## src/rtl/divider.sv

```systemverilog
// Sequential restoring unsigned divider: one quotient bit per clock.
// Operands are captured on an accepted start. A busy window and a
// one-cycle out_en pulse frame each result.
//
// Ports:
//   clk         rising-edge clock
//   reset       synchronous, active-high reset
//   start       request, accepted in IDLE or DONE
//   x, y        dividend / divisor, captured when start is accepted
//   q, r        registered quotient / remainder
//   out_en      one-cycle pulse when q/r/div_by_zero are newly updated
//   busy        high while a division is in progress
//   div_by_zero set with the result of a y=0 operation
module divider #(
  parameter int unsigned WIDTH = 24
) (
  input  logic             clk,
  input  logic             reset,
  input  logic             start,
  input  logic [WIDTH-1:0] x,
  input  logic [WIDTH-1:0] y,
  output logic [WIDTH-1:0] q,
  output logic [WIDTH-1:0] r,
  output logic             out_en,
  output logic             busy,
  output logic             div_by_zero
);

  localparam int unsigned CW = $clog2(WIDTH + 1);

  // DIVZ spends one cycle producing the divide-by-zero result.
  typedef enum logic [1:0] {IDLE, CALC, DIVZ, DONE} state_t;

  state_t           state;
  logic [WIDTH-1:0] dvd;       // dividend shift register, refills with quotient bits
  logic [WIDTH-1:0] dvs;       // latched divisor
  logic [WIDTH-1:0] pr;        // partial remainder, always < dvs between steps
  logic [CW-1:0]    cnt;

  logic [WIDTH:0]   pr_shift;
  logic             ge;
  logic [WIDTH-1:0] pr_next;
  logic [WIDTH-1:0] dvd_next;

  // One restoring step. The compare is WIDTH+1 bits wide so that a divisor
  // with its MSB set cannot overflow. The difference always fits in WIDTH
  // bits, so the subtraction can drop the top bit.
  always_comb begin
    pr_shift = {pr, dvd[WIDTH-1]};
    ge       = (pr_shift >= {1'b0, dvs});
    pr_next  = ge ? (pr_shift[WIDTH-1:0] - dvs) : pr_shift[WIDTH-1:0];
    dvd_next = {dvd[WIDTH-2:0], ge};
  end

  // State machine with registered outputs.
  always_ff @(posedge clk) begin
    if (reset) begin
      state       <= IDLE;
      dvd         <= '0;
      dvs         <= '0;
      pr          <= '0;
      cnt         <= '0;
      q           <= '0;
      r           <= '0;
      out_en      <= 1'b0;
      busy        <= 1'b0;
      div_by_zero <= 1'b0;
    end else begin
      out_en <= 1'b0;
      unique case (state)
        IDLE, DONE: begin
          if (start) begin
            dvd   <= x;
            dvs   <= y;
            pr    <= '0;
            cnt   <= '0;
            busy  <= 1'b1;
            state <= (y == '0) ? DIVZ : CALC;
          end else begin
            state <= IDLE;
          end
        end
        CALC: begin
          pr  <= pr_next;
          dvd <= dvd_next;
          cnt <= cnt + CW'(1);
          if (cnt == CW'(WIDTH - 1)) begin
            q           <= dvd_next;
            r           <= pr_next;
            div_by_zero <= 1'b0;
            out_en      <= 1'b1;
            busy        <= 1'b0;
            state       <= DONE;
          end
        end
        DIVZ: begin
          q           <= '1;
          r           <= dvd;
          div_by_zero <= 1'b1;
          out_en      <= 1'b1;
          busy        <= 1'b0;
          state       <= DONE;
        end
        default: state <= IDLE;
      endcase
    end
  end

endmodule

```

## config.mk

```make
export PLATFORM = sky130hd
export DESIGN_NAME = divider
export DESIGN_NICKNAME = d
export VERILOG_FILES = /design/src/rtl/divider.sv
export SDC_FILE = /design/constraint.sdc
export NUM_CORES = 1
export LEC_CHECK = 0
export BUFFER_PORTS_ARGS = -buffer_cell sky130_fd_sc_hd__buf_2
export CORE_MARGIN = 1
export CORE_UTILIZATION = 40
export CTS_CLUSTER_SIZE = 30
export DETAILED_ROUTE_END_ITERATION = 16
export PLACE_DENSITY = 0.6
export SETUP_SLACK_MARGIN = 0.5
export SLEW_MARGIN = 25
export SYNTH_ARGS = -nofsm -noshare
export SYNTH_HDL_FRONTEND = slang
export SYNTH_SLANG_ARGS = --single-unit
```

## constraint.sdc

```tcl
create_clock -name clk -period 3.7 [get_ports clk]
set_input_delay 0.555 -clock clk [delete_from_list [all_inputs] [get_ports clk]]
set_output_delay 0.555 -clock clk [all_outputs]
set_load 0.02 [all_outputs]
```

After elaboration in Yosys (flattened, before gate mapping)
Cells that the tools add are included.

Register bits after elaboration: 130. Input bits: 51. Logic and storage cells: 49.

Add/subtract/negate cells: 2. $lt $le $gt $ge: 1. Equality and inequality tests: 6. Multiplexer cells: 21. Reduce and logical (&&, ||, !) cells: 9.

Operators with widths (number): $pmux 24 s2 (4); $mux 24 (5); $ge 25x24->1 (1); $logic_not 24->1 (1); $sub 24x24->24 (1); $pmux 5 s2 (1); $reduce_and 2->1 (4); $mux 2 (3); $pmux 2 s3 (1); $add 5x1->5 const B (1); $eq 5x5->1 const B (1); $mux 5 (1); $eq 2x2->1 const B (2); $ne 2x2->1 const B (2); $pmux 1 s2 (2); $reduce_bool 2->1 (2); $mux 1 (3); $pmux 1 s3 (1); $eq 2x1->1 const B (1); $logic_not 2->1 (1); $reduce_or 2->1 (1).

Longest topological paths before layout
Word-level depth: 4. Depth in mapped cells: 12. Gate-level depth less buffers: 11.

Worst setup path after synthesis
OpenSTA, ideal clock, no wires.

Kind: flip-flop to flip-flop. From: reg dvd[23]. To: reg r[22]. Setup time: 0.096 ns. Arrival time: 2.510 ns. Required time: 3.604 ns. Slack: 1.095 ns. Cell stages (with the launch flop): 12. Buffers on the path: 0. Period minus slack after synthesis: 2.605 ns. Cells stage by stage: dfxtp_1 > inv_1 > ha_1 > fa_1 > and2b_1 > o2111ai_1 > a21oi_2 > a21oi_1 > a211oi_1 > xor2_1 > a21oi_1 > o41ai_2.

Cells in the longest elaborated chain, start to end: 4.

RTL lines: start, declared (RTL line 35) `logic [WIDTH-1:0] dvd;`; start signal, assigned (RTL line 85) `dvd <= dvd_next;`; $sub 24x24->24 / $ge 25x24->1 (equally long branches) (RTL line 51, 50); $mux 24 * (RTL line 51) `pr_next = ge ? (pr_shift[WIDTH-1:0] - dvs) : pr_shift[WIDTH-1:0];`; $mux 24 * (RTL line 87) `if (cnt == CW'(WIDTH - 1)) begin`; $pmux 24 s2 * (RTL line 70) `unique case (state)`; end signal, assigned (RTL line 89) `r <= pr_next;`; end signal, assigned (RTL line 98) `r <= dvd;`; end, declared (RTL line 23) `output logic [WIDTH-1:0] r,`.

Every way passes the cells marked *; elsewhere a longest branch is shown, timed or not. The select of a mux whose other input is x is not followed. A chain may end at the register's enable or synchronous reset.

Worst setup path after layout
Ends and elaborated chain as after synthesis.

==> impl_metrics.json <==
{
  "outcome": "completed",
  "die_h_um": 138,
  "drv_cap": 0,
  "slew_viol_final": 0,
  "clockPowerShare_pct": 16.6,
  "syn_to_final_growth_pct": 17.6,
  "final_nets": 1048,
  "ys_types": 75,
  "io_buffers": 101,
  "min-delay-start": "y[23]",
  "clock_sinks": 130,
  "die_w_um": 138,
  "core_area_sq_um": 18000,
  "fin_ws_ps": 674,
  "num_io_pins": 102,
  "max-slew-margin-rel_pct": 49.6,
  "clock_latency_ps": 430,
  "ys_seq_area_share_pct": 35.2,
  "grt_pass1_wl_um": 33300,
  "postCtsHoldBufs": 0,
  "die_area_sq_um": 19000,
  "start_util_pct": 41.0,
  "syn_nets": 979,
  "r2r_cells": 11,
  "p_sw_share_pct": 49.2,
  "finalNonFillerCells": 1211,
  "wirelength_um": 21100,
  "regArea_sq_um": 2610,
  "p_per_area_nw_per_um2": 1180,
  "hold_depth": 3,
  "yosysTopAreaCell": "dfxtp_1",
  "irDropWorstVdd_mv": 0.653,
  "ys.flop_type": "dfxtp_1",
  "critical_path_arrival_ps": 3360,
  "final_util_pct": 48.2,
  "p_comb_share_pct": 61.4,
  "rsz0062_at_grt": "no",
  "fmax_mhz": 331,
  "via_per_inst": 5.71,
  "first_global_vias": 6290,
  "drt.antenna.violating_nets": 0,
  "route.detailed.drc": 0,
  "period_share_pct": 81.8,
  "pwr-share-seq_pct": 22.0,
  "rrSetupSlack_ps": 670,
  "ys_top_cells_by_area": "dfxtp_1 35%, a211oi_1 7.2%, a21oi_1 5.8%",
  "cts_inserted_buffers": 17,
  "h-tree-depth": 4,
  "placed_area_sq_um": 8050,
  "reg2reg_to": "r[22]",
  "total_power_mw": 10.3,
  "cts_buffer_depth": 2,
  "worstPathMaxFanout": 5,
  "vias": 6911,
  "synth_area_sq_um": 7390,
  "ys_seq_elements": 130,
  "layout_commonest_cell": "dfxtp_1",
  "final_cell_mix": "129 x dfxtp_1, 100 x buf_2, 92 x nor2_1, 92 x nand2_1, 84 x a21oi_1",
  "drive_gt1_share_pct": 20.5,
  "avgSynthCellArea_sq_um": 8.22,
  "dpl.hpwl_um": 14900,
  "fin_setup_tns_ps": 0,
  "track_usage_pct": 22.7,
  "yosysTopAreaCellShare_pct": 35.2,
  "grt_max_degree": 66,
  "antenna_found_initial": 0,
  "required_ps": 4030,
  "fin_crit_ps": 3030,
  "worst_pin_slew_ps": 749,
  "antennaDiodeCount": 0,
  "dp_cells": 1176,
  "grt_overflow": 0,
  "fin_area_sq_um": 8700,
  "endpoint_kind": "flop",
  "yosysWarnings": 0,
  "p_int_mw": 5.23,
  "drt_iter0_drc": 517,
  "hp-class": "primary input to flop",
  "fin_hold_ws_ps": 380,
  "hold_end": "dvs[23]",
  "placementRows": 49,
  "ys_async_sr_fraction_pct": 0,
  "gp_congestion": 0.878,
  "r2r-start": "dvd[23]",
  "finalSetupViolCount": 0,
  "wl_per_cell_um": 17.4,
  "clock-skew-final_ps": 13.2,
  "firstDrtPassIters": 5,
  "leakagePower_nw": 3.56,
  "cts_tree": "yes",
  "path_class": "flop to flop",
  "cts-root-buf": "clkbuf_16",
  "place_ws_ps": 486,
  "hold_viol": 0,
  "synth-edff-count": 0,
  "netlist_instances": 900,
  "clk_pin_slew_ps": 60,
  "num-fill-cells": 1795,
  "power_switching_mw": 5.05,
  "multi_input_comb_area_sq_um": 4390,
  "crit_path_start_kind": "flop"
}
==> critical path: stages (launching register included) <==
cell       delay, ps
dfxtp_4          400
inv_1             60
ha_1             220
fa_1             400
and2b_1          250
o2111ai_2        160
a21oi_2          320
a21oi_1          110
a211oi_1         280
xor2_1           300
a21oi_1          130
o41ai_2          300
==> Yosys cell counts (13+ instances only) <==
library cell	n
a211oi_1	71
a21oi_1	85
buf_2	13
clkbuf_1	50
dfxtp_1	130
ha_1	27
inv_1	37
mux2i_1	26
nand2_1	92
nor2_1	92
nor3_1	15
o211ai_1	15
o21ai_0	30
o22ai_1	22
==> power groups by stage <==
| stage | logic [mW] | clock network, mW | registers [mW] |
|---|---|---|---|
| global placement | 6.14 | 0 | 2.28 |
| CTS | 6.21 | 1.74 | 2.26 |
| finish | 6.31 | 1.71 | 2.26 |
| floorplan | 4.53 | 0 | 2.41 |
| detailed placement | 6.13 | 0 | 2.28 |
| global route | 6.95 | 1.79 | 2.33 |
==> registers in the layout (all words and copies together), names as in the netlist <==
register	count
busy	1
out_en	1
cnt	5
q	24
r	24
pr	24
dvs	24
state	2
dvd	24
div_by_zero	1
==> logic make-up (layout without fill, tap and decap cells) <==
group	count (synthesis)	in the layout	share of synthesized area, %
and+or+nand+nor	269	269	16.9
adders and majority gates	28	28	4.84
AOI/OAI and AO/OA	318	318	31.0
DFF	130	130	35.2
muxes	27	27	3.67
buffers and inverters	109	191	6.16
xor gates and xnor gates	19	19	2.25
==> worst max path at each step <==
stage,from,end,depth (start not counted)
5_1_grt,dvs[10],r[15],9
3_5_place_dp,dvd[23],r[16],11
2_1_floorplan,dvd[23],r[22],11
3_3_place_gp,dvd[23],r[16],11
4_1_cts,dvd[23],r[16],11
6_report,dvd[23],r[22],11
==> metal layers <==
layer / vias up / GRT usage [%] / wire length, um
li1: 3461 / - / -
met1: 3277 / 30.1 / 9830
met2: 139 / 36.2 / 9940
met3: 34 / 4.09 / 693
met4: 0 / 9.30 / 592
met5: - / 0 / 0
==> cell type report <==
type / count / share of cell area [%]
clock inverter: 13 / 1.74
sequential: 130 / 30.0
clock buffer: 19 / 5.09
timing repair buffer: 122 / 7.80
inverter: 37 / 1.60
tap: 229 / 3.29
multi-input combinational: 661 / 50.5
==> timing repair <==
item | 4_1_cts | 5_1_grt
buffers inserted | 2 | 1
endpoints found under the setup margin | 2 | 23
pin swaps | 1 | 1
resized for setup | 0 | 6
(Power assumes the default switching activity.)
